File: src/rtl/mem_arbiter_pkg.sv
// Shared types and helpers for the memory arbiter slice: FSM state
// encoding, transfer size codes, grant vector bit positions and the
// size coercion rule applied to load/store requests.
package mem_arbiter_pkg;

    typedef enum logic [1:0] {
        ARB_IDLE    = 2'd0,
        ARB_BUSY_IF = 2'd1,
        ARB_BUSY_LS = 2'd2,
        ARB_DRAIN   = 2'd3
    } arb_state_t;

    localparam logic [2:0] SIZE_BYTE = 3'd1;
    localparam logic [2:0] SIZE_HALF = 3'd2;
    localparam logic [2:0] SIZE_WORD = 3'd4;

    localparam int GRANT_IF = 0;
    localparam int GRANT_LS = 1;

    // Only byte and half requests keep their size; anything else is a word.
    function automatic logic [2:0] coerce_size(input logic [2:0] size);
        case (size)
            SIZE_BYTE: return SIZE_BYTE;
            SIZE_HALF: return SIZE_HALF;
            default:   return SIZE_WORD;
        endcase
    endfunction

endpackage

File: src/rtl/mem_arb_pick.sv
// Grant selection for the memory arbiter. Purely combinational: the LSU
// wins by default, the fetch port wins when it alone is eligible or when
// the starvation counter has reached its limit while both are waiting.
// A squashed (flushed) fetch is never eligible.
module mem_arb_pick
    import mem_arbiter_pkg::*;
#(
    parameter int STARVE_MAX = 4,
    parameter int CNT_W      = 3
) (
    input  logic             if_valid,
    input  logic             if_flush,
    input  logic             ls_valid,
    input  logic [CNT_W-1:0] starve_cnt,
    output logic [1:0]       grant
);

    logic if_eligible;
    logic guard_fire;

    // Priority decision: guard override, then LSU, then fetch.
    always_comb begin
        grant       = '0;
        if_eligible = if_valid && !if_flush;
        guard_fire  = if_eligible && ls_valid && (starve_cnt == CNT_W'(STARVE_MAX));
        if (guard_fire) begin
            grant[GRANT_IF] = 1'b1;
        end else if (ls_valid) begin
            grant[GRANT_LS] = 1'b1;
        end else if (if_eligible) begin
            grant[GRANT_IF] = 1'b1;
        end
    end

endmodule

File: src/rtl/mem_arbiter.sv
// Transaction-level arbiter between instruction fetch and the load/store
// unit in front of the byte-serial RAM engine. One request is in flight at
// a time; its completion is routed back to the requester, and a fetch that
// is flushed while in flight is drained and discarded.
// Optional feature: define IF_STARVE_GUARD_EN to add a saturating counter
// that forces a fetch grant after STARVE_MAX consecutive LSU grants taken
// while the fetch port was waiting. Without it the LSU has strict priority.
module mem_arbiter
    import mem_arbiter_pkg::*;
#(
    parameter int ADDR_W     = 32,
    parameter int DATA_W     = 32,
    parameter int STARVE_MAX = 4
) (
    input  logic              clk,
    input  logic              rst,
    input  logic              rdy,
    input  logic              if_req_valid,
    input  logic [ADDR_W-1:0] if_req_addr,
    output logic              if_req_ready,
    input  logic              if_flush,
    output logic              if_resp_valid,
    output logic [DATA_W-1:0] if_resp_data,
    input  logic              ls_req_valid,
    input  logic              ls_req_we,
    input  logic [ADDR_W-1:0] ls_req_addr,
    input  logic [2:0]        ls_req_size,
    input  logic [DATA_W-1:0] ls_req_wdata,
    output logic              ls_req_ready,
    output logic              ls_resp_valid,
    output logic [DATA_W-1:0] ls_resp_data,
    output logic              dn_start,
    output logic              dn_we,
    output logic [ADDR_W-1:0] dn_addr,
    output logic [2:0]        dn_size,
    output logic [DATA_W-1:0] dn_wdata,
    input  logic              dn_done,
    input  logic [DATA_W-1:0] dn_rdata
);

    localparam int CNT_W = $clog2(STARVE_MAX + 1);

    arb_state_t       state;
    arb_state_t       state_next;
    logic [1:0]       pick_grant;
    logic [CNT_W-1:0] starve_cnt;
    logic             if_done;
    logic             ls_done;
    logic [DATA_W-1:0] size_mask;

    mem_arb_pick #(
        .STARVE_MAX (STARVE_MAX),
        .CNT_W      (CNT_W)
    ) u_pick (
        .if_valid   (if_req_valid),
        .if_flush   (if_flush),
        .ls_valid   (ls_req_valid),
        .starve_cnt (starve_cnt),
        .grant      (pick_grant)
    );

    // Next-state and handshake decode; nothing moves while rdy is low.
    always_comb begin
        state_next   = state;
        if_req_ready = 1'b0;
        ls_req_ready = 1'b0;
        if_done      = 1'b0;
        ls_done      = 1'b0;
        case (state)
            ARB_IDLE: begin
                if (rdy && !rst) begin
                    if_req_ready = pick_grant[GRANT_IF];
                    ls_req_ready = pick_grant[GRANT_LS];
                    if (pick_grant[GRANT_LS]) begin
                        state_next = ARB_BUSY_LS;
                    end else if (pick_grant[GRANT_IF]) begin
                        state_next = ARB_BUSY_IF;
                    end
                end
            end
            ARB_BUSY_IF: begin
                if (rdy) begin
                    if (dn_done) begin
                        if_done    = !if_flush;
                        state_next = ARB_IDLE;
                    end else if (if_flush) begin
                        state_next = ARB_DRAIN;
                    end
                end
            end
            ARB_BUSY_LS: begin
                if (rdy && dn_done) begin
                    ls_done    = 1'b1;
                    state_next = ARB_IDLE;
                end
            end
            ARB_DRAIN: begin
                if (rdy && dn_done) begin
                    state_next = ARB_IDLE;
                end
            end
            default: begin
                state_next = ARB_IDLE;
            end
        endcase
    end

    // State register.
    always_ff @(posedge clk) begin
        if (rst) begin
            state <= ARB_IDLE;
        end else begin
            state <= state_next;
        end
    end

    // Byte-lane mask for load data, from the captured transfer size.
    always_comb begin
        size_mask = '1;
        case (dn_size)
            SIZE_BYTE: size_mask = DATA_W'(8'hFF);
            SIZE_HALF: size_mask = DATA_W'(16'hFFFF);
            default:   size_mask = '1;
        endcase
    end

    // Engine command capture, dn_start pulse and response registers.
    always_ff @(posedge clk) begin
        if (rst) begin
            dn_start      <= 1'b0;
            dn_we         <= 1'b0;
            dn_addr       <= '0;
            dn_size       <= '0;
            dn_wdata      <= '0;
            if_resp_valid <= 1'b0;
            if_resp_data  <= '0;
            ls_resp_valid <= 1'b0;
            ls_resp_data  <= '0;
        end else if (rdy) begin
            dn_start      <= 1'b0;
            if_resp_valid <= 1'b0;
            ls_resp_valid <= 1'b0;
            if (ls_req_ready) begin
                dn_start <= 1'b1;
                dn_we    <= ls_req_we;
                dn_addr  <= ls_req_addr;
                dn_size  <= coerce_size(ls_req_size);
                dn_wdata <= ls_req_wdata;
            end else if (if_req_ready) begin
                dn_start <= 1'b1;
                dn_we    <= 1'b0;
                dn_addr  <= if_req_addr;
                dn_size  <= SIZE_WORD;
                dn_wdata <= '0;
            end
            if (if_done) begin
                if_resp_valid <= 1'b1;
                if_resp_data  <= dn_rdata;
            end
            if (ls_done) begin
                ls_resp_valid <= 1'b1;
                ls_resp_data  <= dn_we ? '0 : (dn_rdata & size_mask);
            end
        end
    end

`ifdef IF_STARVE_GUARD_EN
    // Starvation counter: counts LSU grants taken over a waiting fetch.
    always_ff @(posedge clk) begin
        if (rst) begin
            starve_cnt <= '0;
        end else if (rdy) begin
            if (!if_req_valid || if_req_ready) begin
                starve_cnt <= '0;
            end else if (ls_req_ready && (starve_cnt != CNT_W'(STARVE_MAX))) begin
                starve_cnt <= starve_cnt + CNT_W'(1);
            end
        end
    end
`else
    assign starve_cnt = '0;
`endif

endmodule

File: config.mk
export PLATFORM = sky130hd
export DESIGN_NAME = mem_arbiter
export DESIGN_NICKNAME = d
export VERILOG_FILES = /design/src/rtl/mem_arbiter_pkg.sv /design/src/rtl/mem_arb_pick.sv /design/src/rtl/mem_arbiter.sv
export SDC_FILE = /design/constraint.sdc
export NUM_CORES = 1
export LEC_CHECK = 0
export ABC_AREA = 1
export BUFFER_PORTS_ARGS = -buffer_cell sky130_fd_sc_hd__buf_4
export CAP_MARGIN = 15
export CORE_ASPECT_RATIO = 0.75
export CORE_MARGIN = 2
export CORE_UTILIZATION = 52
export CTS_BUF_LIST = sky130_fd_sc_hd__clkbuf_4 sky130_fd_sc_hd__clkbuf_8
export CTS_CLUSTER_DIAMETER = 120
export DETAILED_ROUTE_END_ITERATION = 7
export PLACE_DENSITY = 0.94
export SLEW_MARGIN = 15
export SYNTH_ARGS = -nofsm -noshare
export SYNTH_HDL_FRONTEND = slang
export SYNTH_HIERARCHICAL = 1
export SYNTH_SLANG_ARGS = --single-unit
File: constraint.sdc
create_clock -name clk -period 2.67 [get_ports clk]
set_input_delay 0.1335 -clock clk [delete_from_list [all_inputs] [get_ports clk]]
set_output_delay 0.1335 -clock clk [all_outputs]
set_load 0.02 [all_outputs]
### Word-level counts from Yosys, hierarchy flattened

Index checks and enable logic that the tools add are counted.

* register bits: 137
* input port bits: 139

* equal/unequal tests: 12
* muxes and demuxes: 35
* reduce and logical (&&, ||, !) cells: 12
* bitwise logic cells: 1

Operator list (number)
* $mux 32: 5
* $pmux 32 s2: 1
* $and 32x32->32: 1
* $mux 1: 18
* $mux 2: 7
* $eq 3x1->1 const B: 2
* $eq 3x2->1 const B: 2
* $mux 3: 2
* $ne 3x3->1 const B: 2
* $pmux 2 s3: 1
* $pmux 3 s2: 1
* $reduce_and 2->1: 3
* $reduce_and 5->1: 1
* $eq 2x2->1 const B: 2
* $ne 2x2->1 const B: 2
* $logic_and 1x1->1: 3
* $eq 2x1->1 const B: 1
* $logic_not 1->1: 2
* $logic_not 2->1: 1
* $ne 2x1->1 const B: 1
* $reduce_bool 2->1: 1
* $reduce_or 2->1: 1

### Logic depth before layout (Yosys ltp)

* depth after elaboration: 8
* gate-level depth with buffers: 11
* depth with buffers taken out: 10

### By module

Netlist, hierarchy kept.

Modules (own cells, without submodules)
* mem_arbiter: cells an instance 844, instances 1, area an instance 5853.1 sq um
* mem_arb_pick: cells an instance 9, instances 1, area an instance 36.3 sq um

### Least setup slack after synthesis

OpenSTA, ideal clock, no wires.

* path kind: reg2reg
* from: register dn_we
* to: register ls_resp_data[14]
* stages on the path, launching flop included: 6
* slack: 1.328 ns
* required time: 2.538 ns
* buffers on the path: 2
* period minus slack after synthesis: 1.342 ns
* library setup time: 0.132 ns
* arrival time: 1.210 ns
* path through: dfxtp_1 > clkbuf_1 > inv_1 > clkbuf_1 > nand4_1 > a21oi_1

* longest elaborated chain between the ends: 1

RTL lines
* start: declaration: RTL line mem_arbiter.sv:33 `output logic dn_we,`
* start signal: assignment: RTL line mem_arbiter.sv:145 `dn_we <= ls_req_we;`
* $mux 32: RTL line mem_arbiter.sv:162 `ls_resp_data <= dn_we ? '0 : (dn_rdata & size_mask);`
* end signal: assignment: RTL line mem_arbiter.sv:162
* end: declaration: RTL line mem_arbiter.sv:31 `output logic [DATA_W-1:0] ls_resp_data,`

Every way passes these cells.
A chain may end at the register's enable or synchronous reset.

### Worst setup path in the final report

* from: register state[1]
* to: output port ls_req_ready

* longest elaborated chain between the ends: 2

RTL lines
* start: declaration: RTL line mem_arbiter.sv:43 `arb_state_t state;`
* start signal: assignment: RTL line mem_arbiter.sv:113 `state <= state_next;`
* $logic_not 2->1: RTL line mem_arbiter.sv:69 `case (state)`
* $mux 1: RTL line mem_arbiter.sv:69
* end: declaration: RTL line mem_arbiter.sv:29 `output logic ls_req_ready,`

Every way passes these cells.

==> results.json <==
{
  "dieWidth_um": 127,
  "gp_congestion": 0.872,
  "leakage_nw": 4.34,
  "fp.dieH_um": 96.2,
  "peakVddDrop_mv": 0.442,
  "dieArea_um2": 12200,
  "overflow": 0,
  "io_pins": 276,
  "worstSetupStartpointType": "register",
  "avgSynthCellArea_um2": 6.90,
  "p_per_area_nw_per_um2": 525,
  "root_buffer": "clkbuf_8",
  "dp_hpwl_um": 12500,
  "synth.area.top_cells": "dfxtp_1 47%, nand2_1 16%, nor2_1 9.9%",
  "layout_commonest_cell": "buf_4",
  "ys_seq_elements": 137,
  "grt_pass1_wl_um": 32700,
  "rr_startpoint": "state[0]$_SDFFE_PP0P_",
  "crit_start": "state[1]$_SDFFE_PP0P_",
  "synth_top_area_share": 0.466,
  "yosys_warnings": 6,
  "finalSetupViolations": 0,
  "wirelength_um": 21500,
  "drive_gt1_frac": 0.276,
  "grt_pass1_vias": 6951,
  "post-route-period-util": 0.826,
  "clk_pin_slew_worst_paths_ns": 0.08,
  "cts_tree": "yes",
  "hold_slack_ns": 0.00538,
  "dr.pass1.iters": 5,
  "cts_buffers": 17,
  "insertion_delay_ns": 0.43,
  "yosysTopAreaCell": "dfxtp_1",
  "use_met2": 0.602,
  "clock_tree.buffer_depth": 2,
  "cts.sink_count": 137,
  "cp.arrival_ns": 2.07,
  "endpoint_kind": "output port",
  "hp-start": "rst",
  "syn_to_final_growth_pct": 53.8,
  "wire_per_inst_um": 16.2,
  "maxSlewHeadroom": 0.310,
  "grt_busiest_layer": "met2",
  "drv_cap": 0,
  "initial_core_util": 0.536,
  "synthCells": 853,
  "min_path_type": "input port to register",
  "port-buffer-count": 275,
  "outcome": "complete, no violations",
  "hold_violations": 0,
  "fin_nets": 1313,
  "max_freq_ghz": 0.453,
  "drtIter0Drc": 614,
  "fp-row-count": 33,
  "worst_pin_slew_ns": 1.03,
  "h-tree-depth": 4,
  "setup-tns-final_ns": 0,
  "use_met1": 0.378,
  "cp.required_ns": 2.54,
  "antenna_left": 0,
  "rsz0062_at_grt": "no",
  "ys_types": 22,
  "final_cell_mix": "283 x buf_4, 250 x nand2_1, 154 x nor2_1, 137 x dfxtp_1, 75 x dlygate4sd3_1",
  "synth_area_um2": 5890,
  "via_per_inst": 5.34,
  "grt_max_degree": 99,
  "critical_path_class": "register to output port",
  "fin_crit_ns": 2.21,
  "report.final.slew_viol_count": 0,
  "grt_use_total": 0.337,
  "finClkSkew_ns": 0.0123,
  "met3_usage": 0.0895,
  "num_vias": 7087,
  "core_um2": 11000,
  "drcViolationCount": 0,
  "n_antenna_cell": 0,
  "crit_path_max_fanout": 37,
  "antenna_found_initial": 0,
  "postCtsSetupBuffers": 0,
  "synth-seq-area-share": 0.466,
  "cts-resized-gates": 0
}
[stage by stage]
step / setup slack [ns] / power [mW] / cells / util / area [um2]
final: 0.465 / 4.76 / 1327 / 0.825 / 9060
after global placement: 0.945 / 2.93 / 1220 / 0.720 / 7910
after detailed placement: 0.877 / 2.95 / 1220 / 0.720 / 7910
after CTS: 0.477 / 4.72 / 1326 / 0.824 / 9050
after global routing: 0.363 / 4.94 / 1327 / 0.825 / 9060
after floorplan: 1.33 / 2.61 / 855 / - / 5900
[synth_stat cells, drive strengths merged]
cell    count
nand3      16
dfxtp     137
a21oi      73
o21ai      34
nor2      158
clkbuf     23
conb        1
nand4      53
clkinv      1
buf        36
inv        67
nand3b      2
o211ai      1
nor3        1
nand2     250
[report_power, final]
part           switching [mW]  internal, mW  total, mW
sequential             0.0457          2.11       2.16
clock                   0.869         0.861       1.73
combinational           0.473         0.397      0.871
[sequential cells by signal, indices dropped and copies added (netlist names)]
name,flops
dn_addr,32
dn_size,3
dn_start,1
dn_wdata,32
dn_we,1
if_resp_data,32
if_resp_valid,1
ls_resp_data,32
ls_resp_valid,1
state,2
[layout make-up]
| cell class | count | area [um2] |
|---|---|---|
| clock inverters | 14 | 161 |
| well taps | 140 | 175 |
| fillers | 642 | 1920 |
| clock buffers | 18 | 241 |
| repair buffers | 359 | 2900 |
| multi-input cells | 591 | 2590 |
| flip-flops and latches | 137 | 2740 |
| inverters | 68 | 256 |
[final timing paths]
| kind | endpoint | slack [ns] | depth (start not counted) |
|---|---|---|---|
| setup / recovery | ls_req_ready | 0.46 | 4 |
| hold reg to reg | dn_we$_SDFFE_PP0P_ | 0.46 | 2 |
| hold / removal | dn_start$_SDFFE_PP0P_ | 0.005 | 2 |
| setup reg to reg | if_resp_data[10]$_SDFFE_PP0P_ | 0.76 | 6 |
[cell families after synthesis]
group	share of synthesized area
AO/OA/AOI/OAI	0.0945
other	0.000637
buffers and inverters	0.0969
flip-flops	0.466
AND/OR/NAND/NOR	0.342
[critical path, cell delays in order (launching register included)]
cell	delay, ns
dfxtp_1	0.39
nor2_8	0.48
nand3_4	0.12
clkinv_2	0.39
buf_4	0.24
[what timing repair did]
| action | in CTS | in global routing |
|---|---|---|
| endpoints found under the setup margin | 0 | 0 |
| hold buffers | 74 | 1 |
| hold endpoints to repair | 89 | 1 |
[metal layers]
| metal | wire [um] | part of all wire |
|---|---|---|
| met1 | 7970 | 0.37 |
| met2 | 10700 | 0.50 |
| met3 | 1910 | 0.089 |
| met4 | 898 | 0.042 |
| met5 | 0 | 0 |
(Power assumes the default switching activity.)
